## config.mk

```make
export PLATFORM = sky130hd
export DESIGN_NAME = stream_mux_rr
export DESIGN_NICKNAME = d
export VERILOG_FILES = /design/src/rtl/stream_mux_rr.sv
export SDC_FILE = /design/constraint.sdc
export NUM_CORES = 1
export LEC_CHECK = 0
export CAP_MARGIN = 20
export CORE_MARGIN = 5
export CORE_UTILIZATION = 40
export DETAILED_ROUTE_END_ITERATION = 12
export PLACE_DENSITY = 0.89
export SYNTH_ARGS = -nofsm -noshare
export SYNTH_HDL_FRONTEND = slang
export SYNTH_SLANG_ARGS = --single-unit
```

## constraint.sdc

```tcl
create_clock -name clk -period 3 [get_ports clk]
set_clock_uncertainty 0.2 [all_clocks]
set_input_delay 0.45 -clock clk [delete_from_list [all_inputs] [get_ports clk]]
set_output_delay 0.45 -clock clk [all_outputs]
set_load 0.01 [all_outputs]
```

## src/rtl/stream_mux_rr.sv

```systemverilog
// rtl/stream_mux_rr.sv - registered N-way valid/ready stream mux with explicit-select or round-robin grant
module stream_mux_rr #(
  parameter int WIDTH = 32,
  parameter int N     = 4,
  parameter int MODE  = 0,
  parameter int SW    = $clog2(N)
) (
  input  logic               clk,
  input  logic               rst_n,
  input  logic [N*WIDTH-1:0] in_data,
  input  logic [N-1:0]       in_valid,
  output logic [N-1:0]       in_ready,
  input  logic [SW-1:0]      sel,
  output logic [WIDTH-1:0]   out_data,
  output logic [SW-1:0]      out_chan,
  output logic               out_valid,
  input  logic               out_ready
);

  logic [SW-1:0] ptr;
  logic          load;
  logic [N-1:0]  grant;
  logic [SW-1:0] grant_idx;
  logic          grant_any;
  logic [SW-1:0] scan_idx;

  // Slot can take new data when empty or when its current word drains this cycle.
  assign load = !out_valid || out_ready;

  // Grant selection: explicit select, or first valid channel scanning upward from ptr.
  always_comb begin
    grant     = '0;
    grant_idx = '0;
    grant_any = 1'b0;
    scan_idx  = '0;
    if (MODE == 0) begin
      if ((32'(sel) < N) && in_valid[sel]) begin
        grant_idx = sel;
        grant_any = 1'b1;
      end
    end else begin
      for (int k = 0; k < N; k++) begin
        scan_idx = SW'((int'(ptr) + k) % N);
        if (!grant_any && in_valid[scan_idx]) begin
          grant_idx = scan_idx;
          grant_any = 1'b1;
        end
      end
    end
    grant[grant_idx] = grant_any;
  end

  // Ready only reaches the granted channel, and never while reset is asserted.
  assign in_ready = {N{rst_n & load}} & grant;

  // Single-entry output register plus round-robin pointer update on each transfer.
  always_ff @(posedge clk or negedge rst_n) begin
    if (!rst_n) begin
      out_valid <= 1'b0;
      out_data  <= '0;
      out_chan  <= '0;
      ptr       <= '0;
    end else if (load) begin
      out_valid <= grant_any;
      if (grant_any) begin
        out_data <= in_data[int'(grant_idx)*WIDTH +: WIDTH];
        out_chan <= grant_idx;
        if (MODE == 1) begin
          ptr <= SW'((int'(grant_idx) + 1) % N);
        end
      end
    end
  end

endmodule

```

* Yosys cells after proc, flatten, opt, wreduce, memory -nomap -nowiden *
Cells that the tools add are included.

word-level totals
  register bits = 35

cells by class
  bitwise operators = 3
  $lt $le $gt $ge = 3
  reduce and logical (&&, ||, !) cells = 4
  mux-type cells = 6
  shifts and indexed selects = 1

operator list
  cell                                                  count
  indexed part select 128 x 8 -> 32 bit                 1
  bitwise AND 4 bit                                     2
  < comparator 2 x 3 -> 1 bit (second input constant)   2
  two-way mux 1 bit                                     3
  binary-select mux 1 bit (select 2 bit)                1
  demux 1 bit (select 2 bit)                            1
  >= comparator 2 x 1 -> 1 bit (second input constant)  1
  two-way mux 2 bit                                     1
  AND reduction 2 bit                                   1
  bitwise AND 1 bit                                     1
  logical AND 1 bit                                     1
  zero test 1 bit                                       1
  logical OR 1 bit                                      1

* Logic depth before layout (Yosys ltp) *
  word-level depth = 9
  depth in mapped cells = 7

* Worst setup path before layout *
Ideal clock, no wire load.

  path kind = in2out
  from = input sel[1]
  to = output in_ready[2]
  required time = 2.350 ns
  arrival time = 1.610 ns
  setup slack = 0.740 ns
  cell stages on the path = 5
  path buffers = 3
  cells stage by stage = buf_2 > nor2b_1 > buf_2 > clkbuf_1 > nor3b_1

on the way
  cells in the longest elaborated chain, start to end = 9
  elaborated cells on any way between the ends = 11
  those cells by class = order compare: 2; mux: 6; bitwise: 2; reduce/logical: 1

RTL lines
  item                                                                                               RTL line  RTL
  start, declared                                                                                    13        input logic [SW-1:0] sel,
  binary-select mux 1 bit (select 2 bit)                                                             37        if ((32'(sel) < N) && in_valid[sel]) begin
  two-way mux 1 bit (not written as such)                                                            37
  two-way mux 2 bit                                                                                  37
  < comparator 2 x 3 -> 1 bit (not written as such) or >= comparator 2 x 1 -> 1 bit (tied branches)  50        grant[grant_idx] = grant_any;
  logical AND 1 bit (not written as such)                                                            50
  two-way mux 1 bit (not written as such)                                                            50
  demux 1 bit (select 2 bit)                                                                         50
  bitwise AND 4 bit (no source line) (*)                                                             -
  bitwise AND 4 bit (*)                                                                              54        assign in_ready = {N{rst_n & load}} & grant;
  end, declared                                                                                      12        output logic [N-1:0] in_ready,

Every way passes the cells marked *; elsewhere a longest branch is shown, timed or not. The select of a mux whose other input is x is not followed.

* Worst setup path after layout *
  from = input in_valid[3]
  to = output in_ready[2]

on the way
  cells in the longest elaborated chain, start to end = 9
  elaborated cells on any way between the ends = 11
  those cells by class = order compare: 2; mux: 6; bitwise: 2; reduce/logical: 1

RTL lines
  item                                                                                               RTL line  RTL
  start, declared                                                                                    11        input logic [N-1:0] in_valid,
  binary-select mux 1 bit (select 2 bit) (*)                                                         37
  two-way mux 1 bit (not written as such) (*)                                                        37
  two-way mux 2 bit                                                                                  37
  < comparator 2 x 3 -> 1 bit (not written as such) or >= comparator 2 x 1 -> 1 bit (tied branches)  50
  logical AND 1 bit (not written as such)                                                            50
  two-way mux 1 bit (not written as such)                                                            50
  demux 1 bit (select 2 bit)                                                                         50
  bitwise AND 4 bit (no source line) (*)                                                             -
  bitwise AND 4 bit (*)                                                                              54

Marked as above.

==> flow_summary.json <==
{
  "status": "finished clean",
  "hp-class": "primary input to asynchronous set/reset pin",
  "die_height_um": 92.0,
  "diodes": 0,
  "p_comb_share_pct": 48.5,
  "fin_nets": 610,
  "cts-root-buf": "clkbuf_8",
  "worstSkewPairLatency_ns": 0.27,
  "fmax_mhz": 359,
  "synth_xor_xnor_area_share_pct": 0,
  "hpwl_mm": 7.11,
  "initial_core_util_pct": 40.3,
  "post-cts-setup-buffers": 0,
  "cts_sinks": 35,
  "critPathMaxFanout": 5,
  "cts_tree": "done",
  "tightest_slew_ns": 0.664,
  "multiInputGateArea_um2": 1650,
  "reg2reg_slack_ns": 1.26,
  "finalMaxSlewViolations": 0,
  "endpoint_kind": "primary output",
  "reg2reg_from": "out_valid",
  "cts_buffers": 5,
  "gp_congestion": 0.782,
  "switching_power_uw": 553,
  "grt_pass1_wl_mm": 15.2,
  "cp-startpoint": "in_valid[3]",
  "critPathArrivalTime_ns": 2.13,
  "synthMuxAreaShare_pct": 2.70,
  "grt_max_degree": 66,
  "worst_path_most_repeated_cell": "clkdlybuf4s50_1",
  "drive_gt1_share_pct": 5.30,
  "io_buffers": 175,
  "worstSetupStartpointType": "primary input",
  "cp_cell_sequence": "clkdlybuf4s50_1 > mux2i_1 > nor2b_4 > nor3b_1 > clkdlybuf4s50_1",
  "slew-limit-headroom_pct": 55.7,
  "drc_errors": 0,
  "crit_path_end": "in_ready[2]",
  "cts_resized": 0,
  "synth_simple_gate_area_share_pct": 29.6,
  "p_int_mw": 1.29,
  "power_frac_clock_pct": 17.1,
  "rows": 30,
  "detail_route.iter0.violations": 125,
  "grt_util_all_layers_pct": 22.0,
  "ys_warn_count": 0,
  "synth_nets": 451,
  "final_util_pct": 68.1,
  "fin_setup_tns_ns": 0,
  "cts.hold.buffers_added": 0,
  "synth_compound_area_share_pct": 28.4,
  "rsz0062_at_grt": "false",
  "die_x_um": 92.0,
  "cp_slowest_stage_delay_ns": 0.59,
  "worst_r2r_endpoint": "out_data[15]",
  "fin_crit_sh_pct": 92.8,
  "maxCapViolations": 0,
  "h-tree-depth": 2,
  "reg2reg_depth": 5,
  "dr.pass1.iters": 4,
  "post_synth.cell_area_avg_um2": 8.58,
  "grt_pass1_vias": 3105,
  "cp.required_ns": 2.35,
  "synth_top_family_by_area": "simple AND/OR/NAND/NOR gates",
  "seq_area_um2": 876,
  "area_growth_pct": 69.0,
  "final_common_cell": "clkdlybuf4s50_1",
  "clk_pin_slew_ns": 0.07,
  "finalSetupViolations": 0,
  "cts_buffer_depth": 2,
  "io_pins": 176,
  "netlist_area_um2": 2690,
  "pwr-share-seq_pct": 34.5,
  "totalWireLength_mm": 9.48,
  "fin_crit_ns": 2.78,
  "drt-vias-per-instance": 5.48,
  "num_vias": 3024,
  "crit_slowest_cell": "clkdlybuf4s50_1",
  "synthAdderAreaFrac_pct": 0,
  "hold_viol": 0,
  "power.density_nw_per_um2": 405,
  "ir_drop_uv": 234,
  "setup.worst_path.class": "primary input to primary output",
  "p_leak_nw": 1.94,
  "nFillCells": 558,
  "layout_common_cells": "clkdlybuf4s50_1, nand2_1, dfrtp_1, nand2b_1",
  "synth_cells": 314,
  "avgRoutedWirePerCell_um": 17.2,
  "overflow": 0,
  "synth_seq_cells": 35,
  "switching_share_pct": 30.0,
  "core_area_um2": 6680,
  "synth_cell_types": 22,
  "yosysSeqAreaShare_pct": 32.5,
  "die_area_um2": 8470,
  "antenna_left": 0,
  "antenna_found_initial": 1
}
-- sequential cells by signal, indices dropped and copies added, names as in the netlist --
| signal | cells |
|---|---|
| out_valid | 1 |
| out_data | 32 |
| out_chan | 2 |
-- how the worst min path moves through the flow --
| stage | startpoint | end | slack [ns] | depth (start not counted) |
|---|---|---|---|---|
| finish | rst_n | out_data[12] | 0.04 | 2 |
| global route | rst_n | out_data[6] | 0.09 | 2 |
| CTS | rst_n | out_data[12] | 0.05 | 2 |
| detailed placement | out_chan[0] | out_chan[0] | 0.31 | 1 |
| global placement | out_chan[0] | out_chan[0] | 0.30 | 1 |
| floorplan | rst_n | out_chan[0] | -0.05 | 0 |
-- stage by stage --
stage / cell area (um^2) / power [mW] / cells / worst slack (ns) / hold WS, ns
4_1_cts: 4550 / 1.87 / 552 / 0.222 / 0.0542
6_report: 4550 / 1.84 / 552 / 0.217 / 0.0395
3_5_place_dp: 4480 / 1.54 / 546 / 0.218 / 0.310
5_1_grt: 4550 / 1.96 / 552 / 0.121 / 0.0907
2_1_floorplan: 2690 / 1.05 / 314 / 0.740 / -0.0456
3_3_place_gp: 4480 / 1.52 / 546 / 0.254 / 0.301
-- cells in the mapped netlist --
cell type / count / area [um^2]
mux2i_1: 2 / 20.0
mux2_4: 2 / 30.0
clkbuf_1: 19 / 71.3
mux4_2: 1 / 22.5
o22ai_1: 32 / 200
buf_1: 3 / 11.3
and2_4: 1 / 8.76
and3_1: 32 / 200
nand3_1: 1 / 5.00
inv_1: 1 / 3.75
o21ai_1: 1 / 5.00
nor3b_1: 2 / 15.0
nor2b_1: 33 / 206
nor2_1: 1 / 3.75
nor4b_1: 1 / 8.76
nand2b_1: 34 / 213
a211o_1: 32 / 280
buf_2: 8 / 40.0
dfrtp_1: 35 / 876
a31o_1: 32 / 280
buf_6: 5 / 56.3
nand2_1: 36 / 135
-- power groups by stage --
| stage | logic (mW) | clock network, mW | registers, mW |
|---|---|---|---|
| global route | 0.961 | 0.349 | 0.653 |
| CTS | 0.905 | 0.324 | 0.637 |
| global placement | 0.882 | 0 | 0.637 |
| detailed placement | 0.901 | 0 | 0.643 |
| finish | 0.894 | 0.315 | 0.636 |
| floorplan | 0.356 | 0 | 0.694 |
-- cells by family after synthesis --
family | Yosys count
AND/OR/NAND/NOR | 141
AO/OA/AOI/OAI | 97
buffers and inverters | 36
flip-flops | 35
multiplexers | 5
-- layout make-up --
cell class              instances  area share (%)
inverters                       1          0.0825
clock buffers                   6            1.59
multi-input cells             243            36.3
repair buffers                187            40.5
well taps                      80            2.20
flip-flops and latches         35            19.2
-- routing by layer --
metal / track usage, % / share of wire (%) / wire, um / up-vias
li1: - / - / - / 1465
met5: 0 / 0.12 / 11 / -
met3: 7.63 / 8.4 / 794 / 18
met2: 39.2 / 50 / 4760 / 107
met1: 24.9 / 39 / 3710 / 1432
met4: 6.06 / 2.1 / 203 / 2
-- critical path, delay by kind of cell --
family / cells / cell delay (ns)
mux: 1 / 0.16
simple gates: 2 / 0.34
buf+inv: 2 / 1.17
Power figures use the tool's default switching activity.
